**src/rtl/gpio_word_receiver.sv**
```systemverilog
// Receives bytes over the two-bit turn-token handshake, packs them little-endian
// into 32-bit words and presents them through a single valid/ready holding register.
module gpio_word_receiver (
  input  logic        clk,
  input  logic        rst_n,
  input  logic [7:0]  gpio_data_i,
  input  logic [1:0]  io_turn_i,
  input  logic        io_done_i,
  output logic [1:0]  pulpino_turn_o,
  output logic [31:0] word_o,
  output logic [2:0]  word_bytes_o,
  output logic        word_last_o,
  output logic        word_valid_o,
  input  logic        word_ready_i
);

  localparam int unsigned DATA_W = 8;

  localparam logic [1:0] ST_RECV  = 2'd0;
  localparam logic [1:0] ST_HOLD  = 2'd1;
  localparam logic [1:0] ST_FLUSH = 2'd2;

  logic [1:0]        turn_sync_p0, turn_sync_p1;
  logic              done_sync_p0, done_sync_p1, done_sync_p2;
  logic              done_flag;
  logic [1:0]        state, state_n;
  logic [1:0]        byte_cnt;
  logic [DATA_W-1:0] lane0, lane1, lane2;

  logic pending;
  logic done_rise;
  logic take;
  logic can_load;
  logic accept;
  logic load_full;
  logic load_close;

  // ---- synchroniser stages p0/p1; p2 of done is the edge-detect history
  always_ff @(posedge clk or negedge rst_n) begin
    if (!rst_n) begin
      turn_sync_p0 <= '0;
      turn_sync_p1 <= '0;
      done_sync_p0 <= 1'b0;
      done_sync_p1 <= 1'b0;
      done_sync_p2 <= 1'b0;
    end else begin
      turn_sync_p0 <= io_turn_i;
      turn_sync_p1 <= turn_sync_p0;
      done_sync_p0 <= io_done_i;
      done_sync_p1 <= done_sync_p0;
      done_sync_p2 <= done_sync_p1;
    end
  end

  assign pending   = (turn_sync_p1 != pulpino_turn_o);
  assign done_rise = done_sync_p1 & ~done_sync_p2;
  assign take      = word_valid_o & word_ready_i;
  assign can_load  = ~word_valid_o | word_ready_i;

  // A pending byte always wins over a pending done so no byte is lost at the tail.
  always_comb begin
    state_n    = state;
    accept     = 1'b0;
    load_full  = 1'b0;
    load_close = 1'b0;
    case (state)
      ST_RECV: begin
        if (pending) begin
          if (byte_cnt != 2'd3) begin
            accept = 1'b1;
          end else if (can_load) begin
            accept    = 1'b1;
            load_full = 1'b1;
          end else begin
            state_n = ST_HOLD;
          end
        end else if (done_flag) begin
          if (can_load) begin
            load_close = 1'b1;
          end else begin
            state_n = ST_FLUSH;
          end
        end
      end
      ST_HOLD: begin
        if (!pending) begin
          state_n = ST_RECV;
        end else if (take) begin
          accept    = 1'b1;
          load_full = 1'b1;
          state_n   = ST_RECV;
        end
      end
      ST_FLUSH: begin
        if (take) begin
          load_close = 1'b1;
          state_n    = ST_RECV;
        end
      end
      default: state_n = ST_RECV;
    endcase
  end

  // ---- accept / assembly stage
  always_ff @(posedge clk or negedge rst_n) begin
    if (!rst_n) begin
      state          <= ST_RECV;
      pulpino_turn_o <= '0;
      byte_cnt       <= '0;
      done_flag      <= 1'b0;
      lane0          <= '0;
      lane1          <= '0;
      lane2          <= '0;
    end else begin
      state     <= state_n;
      done_flag <= (done_flag & ~load_close) | done_rise;
      if (accept) begin
        pulpino_turn_o <= turn_sync_p1;
        byte_cnt       <= byte_cnt + 2'd1;
      end
      if (load_full || load_close) begin
        lane0 <= '0;
        lane1 <= '0;
        lane2 <= '0;
        if (load_close) byte_cnt <= '0;
      end else if (accept) begin
        case (byte_cnt)
          2'd0:    lane0 <= gpio_data_i;
          2'd1:    lane1 <= gpio_data_i;
          2'd2:    lane2 <= gpio_data_i;
          default: ;
        endcase
      end
    end
  end

  // ---- output holding register stage
  always_ff @(posedge clk or negedge rst_n) begin
    if (!rst_n) begin
      word_o       <= '0;
      word_bytes_o <= '0;
      word_last_o  <= 1'b0;
      word_valid_o <= 1'b0;
    end else begin
      if (load_full) begin
        word_o       <= {gpio_data_i, lane2, lane1, lane0};
        word_bytes_o <= 3'd4;
        word_last_o  <= 1'b0;
        word_valid_o <= 1'b1;
      end else if (load_close) begin
        word_o       <= {8'h00, lane2, lane1, lane0};
        word_bytes_o <= {1'b0, byte_cnt};
        word_last_o  <= 1'b1;
        word_valid_o <= 1'b1;
      end else if (take) begin
        word_valid_o <= 1'b0;
      end
    end
  end

endmodule

```
**config.mk**
```make
export PLATFORM = sky130hd
export DESIGN_NAME = gpio_word_receiver
export DESIGN_NICKNAME = d
export VERILOG_FILES = /design/src/rtl/gpio_word_receiver.sv
export SDC_FILE = /design/constraint.sdc
export NUM_CORES = 1
export LEC_CHECK = 0
export ABC_CLOCK_PERIOD_IN_PS = 2700
export CAP_MARGIN = 0
export CORE_AREA = 3 3 112 87
export CTS_CLUSTER_SIZE = 20
export DETAILED_ROUTE_END_ITERATION = 8
export DIE_AREA = 0 0 115 90
export SKIP_CTS_REPAIR_TIMING = 1
export SLEW_MARGIN = 15
export SYNTH_ARGS = -nofsm -noshare
export SYNTH_HDL_FRONTEND = slang
export SYNTH_SLANG_ARGS = --single-unit
```
**constraint.sdc**
```tcl
create_clock -name clk -period 2.7 [get_ports clk]
set_input_delay 0.405 -clock clk [delete_from_list [all_inputs] [get_ports clk]]
set_output_delay 0.405 -clock clk [all_outputs]
set_load 0.05 [all_outputs]
```
# == Yosys cells after proc, flatten, opt, wreduce, memory -nomap -nowiden ==
# Cells that the tools add are included.
# Widths: inputs -> output; s select.
# word_totals
inputBits,14
register_bits,75
output_inout_bits,39
wordCells,88
# op_classes
n_eq_ne,9
reduce_logical,13
addsub,1
bitwise,8
n_mux,41
# op_table
op,n
$mux 8,9
$mux 32,2
$mux 2,10
$mux 1,14
$reduce_bool 2->1,5
$mux 3,2
$ne 3x3->1 const B,2
$pmux 1 s2,3
$pmux 2 s3,1
$reduce_and 2->1,3
$eq 2x1->1 const B,2
$eq 2x2->1 const B,2
$logic_not 2->1,2
$ne 2x2->1 const B,2
$and 1x1->1,3
$not 1->1,3
$reduce_and 3->1,1
$reduce_bool 3->1,1
$add 2x1->2 const B,1
$ne 2x2->1,1
$or 1x1->1,2
$logic_or 1x1->1,1

# == Longest topological paths before layout ==
# Gate-level depths: netlist of run 1.
# logic_depth
depth_word,9
mapped_depth,6
mapped_depth_nobuf,6

# == Worst setup path before layout of run 1 ==
# OpenSTA, ideal clock, no wires.
# synth_path
path_type,flip-flop to flip-flop
startpoint,reg pulpino_turn_o[0]
endpoint,reg word_o[10]
path_slack_ns,0.625
n_path_buf,1
t_arrival_ns,1.950
path_stages_with_launch,7
period_less_slack_ns,2.075
setup_time_ns,0.125
path_cell_list,dfrtp_1 > xnor2_1 > nand2_2 > mux2_4 > o21a_4 > buf_6 > mux2_4
# synth_via
elab_chain_len,4
# synth_lines
item,line_no,rtl
from (decl),9,"output logic [1:0] pulpino_turn_o,"
from (signal assigned),118,pulpino_turn_o <= turn_sync_p1;
$ne 2x2->1 *,55,assign pending = (turn_sync_p1 != pulpino_turn_o);
$mux 1 (on tied branches),"86, 68",
$pmux 1 s2,66,case (state)
$mux 32 or $reduce_bool 2->1 (tied branches),-,
to (signal assigned),146,"word_o <= {gpio_data_i, lane2, lane1, lane0};"
to (signal assigned),151,"word_o <= {8'h00, lane2, lane1, lane0};"
to (decl),10,"output logic [31:0] word_o,"
# Every way passes the cells marked *; elsewhere a longest branch is shown, timed or not.
# A chain may end at the register's enable or synchronous reset.

# == Final worst setup path of run 1 ==
# layout_path
startpoint,reg word_valid_o
endpoint,out word_valid_o
# layout_lines
item,line_no,rtl
from (decl),13,"output logic word_valid_o,"
from (signal assigned),143,word_valid_o <= 1'b0;
from (signal assigned),149,word_valid_o <= 1'b1;
from (signal assigned),154,word_valid_o <= 1'b1;
# No word-level cell between the ends.

==> impl_metrics.tcl, run 1 <==
set metrics [dict create \
    p_per_area_mw_per_mm2 1420 \
    core_sq_mm 0.00856 \
    slowest_stage "clkdlybuf4s50_1" \
    remaining_drc_errors 0 \
    final_layout_size_suffix_gt1_share_pct 18.9 \
    fmax_mhz 488 \
    grt_pass1_wl_mm 10.2 \
    yosys.area_share.adder_pct 1.65 \
    cts_tree "yes" \
    synthArstFlopShare_pct 100 \
    finalSetupTns_ns 0 \
    r2r-start "pulpino_turn_o[1]" \
    rows 29 \
    worstSetupPathType "flop to output port" \
    grt_pass1_vias 1888 \
    cts.sinks 75 \
    place_ws_ns 0.407 \
    crit_family "buffers and inverters" \
    yosysSeqAreaShare_pct 62.0 \
    arrival_ns 1.64 \
    synth_top_family_by_area "multiplexers" \
    fin_ws_ns 0.652 \
    drv_slew 0 \
    cp.required_ns 2.30 \
    tightestPinTransition_ns 0.908 \
    die_area_sq_mm 0.0104 \
    cts_buffer_depth 2 \
    design_area_sq_mm 0.00399 \
    clock-root-buffer "clkbuf_16" \
    status "complete, no violations" \
    yosysMostFrequentCell "dfrtp_1" \
    min_path_type "input port to async pin" \
    ys_top_cells_by_area "dfrtp_1, mux2_4, mux2i_1" \
    netlist_area_sq_mm 0.00303 \
    antennaDiodeCount 0 \
    dieHeight_microns 90 \
    place_area_sq_mm 0.00368 \
    synthMuxAreaShare_pct 21.1 \
    clock_latency_ns 0.32 \
    r2r_slack_ns 0.68 \
    synth_cell_types 29 \
    routed-wl-met2_mm 2.75 \
    crit_start "word_valid_o" \
    crit_fanout 8 \
    synth_edf_count 0 \
    vias 1802 \
    critPathLaunchType "flop" \
    finalPower_mw 5.67 \
    setup_viol 0 \
    relSlewSlack_pct 39.4 \
    wl_met1_mm 3.08 \
    cp-end-kind "output port" \
    syn_to_final_growth_pct 31.7 \
    cts_made_buffers 9 \
    gp_congestion 0.770 \
    ys_warn_count 0 \
    fin_crit_sh_pct 75.9 \
    avgViaCountPerCell 4.64 \
    cp_cell_sequence "clkdlybuf4s50_1" \
    p_leak_nw 2.01 \
    hpwl_mm 4.12 \
    yosys.area_share.simple_pct 6.91 \
    cts.clk_slew.worst_paths_ns 0.05 \
    htreeDepth 3 \
    cp_num_buf_inv 1 \
    finalNetCount 295 \
    grt_max_degree 76 \
    post-route-util_pct 46.5 \
    yosysTopAreaCell "dfrtp_1" \
    synth_top_area_share_pct 62.0 \
    synth_xor_area_share_pct 0.868 \
    cp_slowest_stage_delay_ns 0.86 \
    postSynthAreaPerCell_sq_um 14.2 \
    antenna_found_initial 0 \
    drt_first_iter_violations 120 \
    netlist_instances 213 \
    postRouteAntennaNets 0 \
    layout_min_cycle_time_ns 2.05 \
    drt_wl_total_mm 6.20 \
    ys_ff_latch 75 \
    grt_overflow_total 0 \
    grt_usage_pct 12.8 \
    synth_compound_area_share_pct 5.54 \
    start_util_pct 35.3 \
    syn-num-nets 231 \
    vdd_drop_max_v 0.000474 \
    fin_skew_ns 0.00379 \
    met3RoutedLength_microns 325 \
    cap_violations 0 \
    ys.flop_type "dfrtp_1" \
    top_layer "met4" \
    wire_per_inst_microns 16.0 \
    pin_count 53 \
    synthTopCellsByCount "dfrtp_1, nor2_1, mux2i_1" \
    die_width_microns 115 \
    final_hold_viol_count 0 \
    rsz0062_at_grt "no" \
    drt_pass1_iterations 4 \
    port_buffers 52 \
]
==> cells in the final DEF, fill, tap and decap left out, drive strengths merged <==
| master | count |
|---|---|
| nand3 | 4 |
| clkinv | 1 |
| mux2i | 25 |
| nor3 | 2 |
| a31oi | 1 |
| ha | 4 |
| o21a | 1 |
| o31ai | 1 |
| inv | 3 |
| a21oi | 4 |
| clkdlybuf4s50 | 51 |
| mux2 | 27 |
| o31a | 1 |
| a21o | 2 |
| nor2 | 27 |
| bufinv | 1 |
| clkbuf | 12 |
| a22o | 8 |
| dfrtp | 75 |
| xnor2 | 3 |
| nand2b | 3 |
| nand4b | 1 |
| and2 | 1 |
| a211oi | 1 |
| nand2 | 11 |
| buf | 8 |
| o21ai | 2 |
==> layer usage <==
metal	vias up	global-route usage (%)
li1	865	-
met1	898	18.3
met2	37	18.3
met3	2	4.43
met4	0	3.81
met5	-	0
==> worst paths after layout <==
kind                              endpoint  depth (start not counted)
hold / removal                done_sync_p1                          1
setup / recovery              word_valid_o                          1
hold reg to reg            turn_sync_p1[0]                          0
max in group asynchronous        word_o[3]                          1
min in group clk           turn_sync_p1[0]                          0
setup reg to reg                 word_o[0]                          5
==> metrics by stage <==
stage	hold slack [ns]	std cells
finish	0.212	388
floorplan	0.109	213
global route	0.291	388
CTS	0.257	388
detailed placement	0.336	374
global placement	0.333	374
==> kinds of logic (layout without fill, tap and decap cells) <==
logic type | count (synthesis) | after routing
and+or+nand+nor | 49 | 49
muxes | 52 | 52
xor gates and xnor gates | 3 | 3
DFF | 75 | 75
AOI/OAI and AO/OA | 21 | 21
buffers and inverters | 9 | 76
adders and majority gates | 4 | 4
==> report_power, final <==
| group | switching (mW) | total, mW | internal [mW] |
|---|---|---|---|
| sequential | 0.251 | 1.75 | 1.50 |
| combinational | 1.58 | 2.72 | 1.14 |
| clock | 0.417 | 1.20 | 0.779 |
| total | 2.25 | 5.67 | 3.42 |
==> sequential cells by signal (all words and copies together), names as in the netlist <==
name,flops
turn_sync_p0,2
state,2
done_flag,1
lane0,8
lane2,8
word_o,32
lane1,8
done_sync_p1,1
word_valid_o,1
word_bytes_o,3
done_sync_p2,1
word_last_o,1
pulpino_turn_o,2
turn_sync_p1,2
done_sync_p0,1
byte_cnt,2
==> area by class of cell <==
type	count	area [sq um]
fill	777	4580
sequential	75	1880
multi-input combinational	129	1090
timing repair buffer	59	571
clock buffer	12	267
tap	108	135
clock inverter	2	35.0
inverter	3	11.3
Power figures use the tool's default switching activity.
==> run 2: changes to the inputs <==
--- a/config.mk
+++ b/config.mk
@@ -5,7 +5,7 @@
 export SDC_FILE = /design/constraint.sdc
 export NUM_CORES = 1
 export LEC_CHECK = 0
-export ABC_CLOCK_PERIOD_IN_PS = 2700
+export ABC_CLOCK_PERIOD_IN_PS = 2000
 export CAP_MARGIN = 0
 export CORE_AREA = 3 3 112 87
 export CTS_CLUSTER_SIZE = 20
==> constraint.sdc (replaced) <==
create_clock -name clk -period 2 [get_ports clk]
set_input_delay 0.3 -clock clk [delete_from_list [all_inputs] [get_ports clk]]
set_output_delay 0.3 -clock clk [all_outputs]
set_load 0.05 [all_outputs]
==> run 2 against run 1 <==
The flow now finishes with violations (hold timing). Worst setup slack worse by 0.54 ns. Via count up 4.1%. Utilization grew 1.7 points. Flip-flop and latch count did not move. Die area is the same. Critical path depth up 5. First-iteration DRC count fell by 19%.
==> impl_metrics.tcl, run 2 (synthesized netlist as in run 1, its figures left out) <==
set metrics [dict create \
    min_path_type "input port to async pin" \
    port_buffers 52 \
    antenna_found_initial 0 \
    relSlewSlack_pct 62.7 \
    setup_viol 0 \
    final_hold_viol_count 55 \
    fin_skew_ns 0.00697 \
    p_sw_mw 3.15 \
    cp.required_ns 2.22 \
    post-route-util_pct 48.2 \
    fmax_mhz 529 \
    dieHeight_microns 90 \
    cts.clk_slew.worst_paths_ns 0.06 \
    finalPower_mw 8.11 \
    p_per_area_mw_per_mm2 1960 \
    vdd_drop_max_v 0.000539 \
    start_util_pct 35.3 \
    r2r_end "word_o[20]" \
    power_frac_comb_pct 48.2 \
    drt_wl_total_mm 6.37 \
    gp_congestion 0.753 \
    cap_violations 0 \
    critPathLaunchType "flop" \
    arrival_ns 2.11 \
    cp-end-kind "flop" \
    status "finished with violations" \
    grt_overflow_total 0 \
    grt_pass1_vias 1930 \
    violations "hold timing" \
    hpwl_mm 4.34 \
    p_leak_nw 2.10 \
    wire_per_inst_microns 16.0 \
    p_int_mw 4.96 \
    p_seq_share_pct 29.1 \
    cts_tree "yes" \
    postRouteAntennaNets 0 \
    rows 29 \
    vias 1876 \
    drt_pass1_iterations 4 \
    r2r_slack_ns 0.11 \
    clockPowerShare_pct 22.7 \
    worstSetupPathType "flop to flop" \
    clock-root-buffer "clkbuf_16" \
    layout_min_cycle_time_ns 1.89 \
    reg2reg_depth 6 \
    pin_count 53 \
    r2r-start "pulpino_turn_o[1]" \
    crit_start "pulpino_turn_o[1]" \
    grt_usage_pct 13.4 \
    top_register "word_o" \
    whs_ns -0.0182 \
    largest_register_ffs 32 \
    cts_buffer_depth 2 \
    cts.sinks 75 \
    core_sq_mm 0.00856 \
    final_common_cell "dfrtp_1" \
    drv_slew 0 \
    place_inst 382 \
    cp_slowest_stage_delay_ns 0.42 \
    final_layout_size_suffix_gt1_share_pct 22.1 \
    crit_fanout 18 \
    finalNonFillerCells 398 \
    fin_crit_sh_pct 94.5 \
    slowest_stage "dfrtp_2" \
    crit_family "multiplexers" \
    remaining_drc_errors 0 \
    drt_first_iter_violations 97 \
    htreeDepth 3 \
    cp_num_buf_inv 1 \
    antennaDiodeCount 0 \
    grt_max_degree 76 \
    rsz0062_at_grt "no" \
    die_area_sq_mm 0.0104 \
    cp_common_cell "mux2_4" \
    final_cell_mix "dfrtp_1, clkdlybuf4s50_1, nor2_1" \
    tightestPinTransition_ns 0.557 \
    syn_to_final_growth_pct 36.4 \
    swShare_pct 38.8 \
    grt_pass1_wl_mm 10.6 \
    die_width_microns 115 \
    cp_cell_sequence "xnor2_1, nand2_2, mux2_4, o21a_4, buf_12, mux2_4" \
    finalNetCount 303 \
    cts_made_buffers 9 \
    avgViaCountPerCell 4.71 \
    clock_latency_ns 0.33 \
]
-- run 2: worst max path at each step --
stage	slack [ns]	endpoint	cells past startpoint
final	0.11	word_o[20]	6
after detailed placement	-0.001	word_o[30]	7
after CTS	0.04	word_valid_o	1
after global placement	0.01	word_o[28]	7
after global routing	0.01	word_o[20]	6
after floorplan	0.02	word_o[10]	6
-- run 2: routing by layer --
layer  vias up  global-route usage, %  share of wire [%]
met1       943                   19.6                 50
met2        45                   18.4                 43
li1        880                      -                  -
met4         0                   4.40                1.2
met3         8                   4.63                5.5
met5         -                      0                  0
-- run 2: final cells by class --
type,instances,area [sq um]
fill,750,4440
clock buffer,10,229
timing repair buffer,67,671
inverter,3,11.3
tap,108,135
clock inverter,6,113
sequential,75,1880
multi-input combinational,129,1090
-- run 2: stage by stage --
step	area, sq um	setup slack, ns	TNS [ns]
3_5_place_dp	3780	-0.00127	-0.00127
2_1_floorplan	3030	0.0221	0
4_1_cts	4130	0.0359	0
5_1_grt	4130	0.0121	0
3_3_place_gp	3780	0.0136	0
6_report	4130	0.109	0
-- run 2: power by group through the flow --
stage	registers, mW	logic, mW	clock network (mW)
after floorplan	3.28	1.77	0
after global placement	2.38	3.89	0
after detailed placement	2.38	3.93	0
after CTS	2.37	3.95	1.88
after global routing	2.43	4.18	1.96
final	2.36	3.91	1.84
==> run 3: changes to the inputs <==
--- a/config.mk
+++ b/config.mk
@@ -8,7 +8,7 @@
 export ABC_CLOCK_PERIOD_IN_PS = 2000
 export CAP_MARGIN = 0
 export CORE_AREA = 3 3 112 87
-export CTS_CLUSTER_SIZE = 20
+export CTS_CLUSTER_SIZE = 10
 export DETAILED_ROUTE_END_ITERATION = 8
 export DIE_AREA = 0 0 115 90
 export SKIP_CTS_REPAIR_TIMING = 1
==> results of run 3 <==
The final DEF is identical to that of run 2; final timing and power are the same.
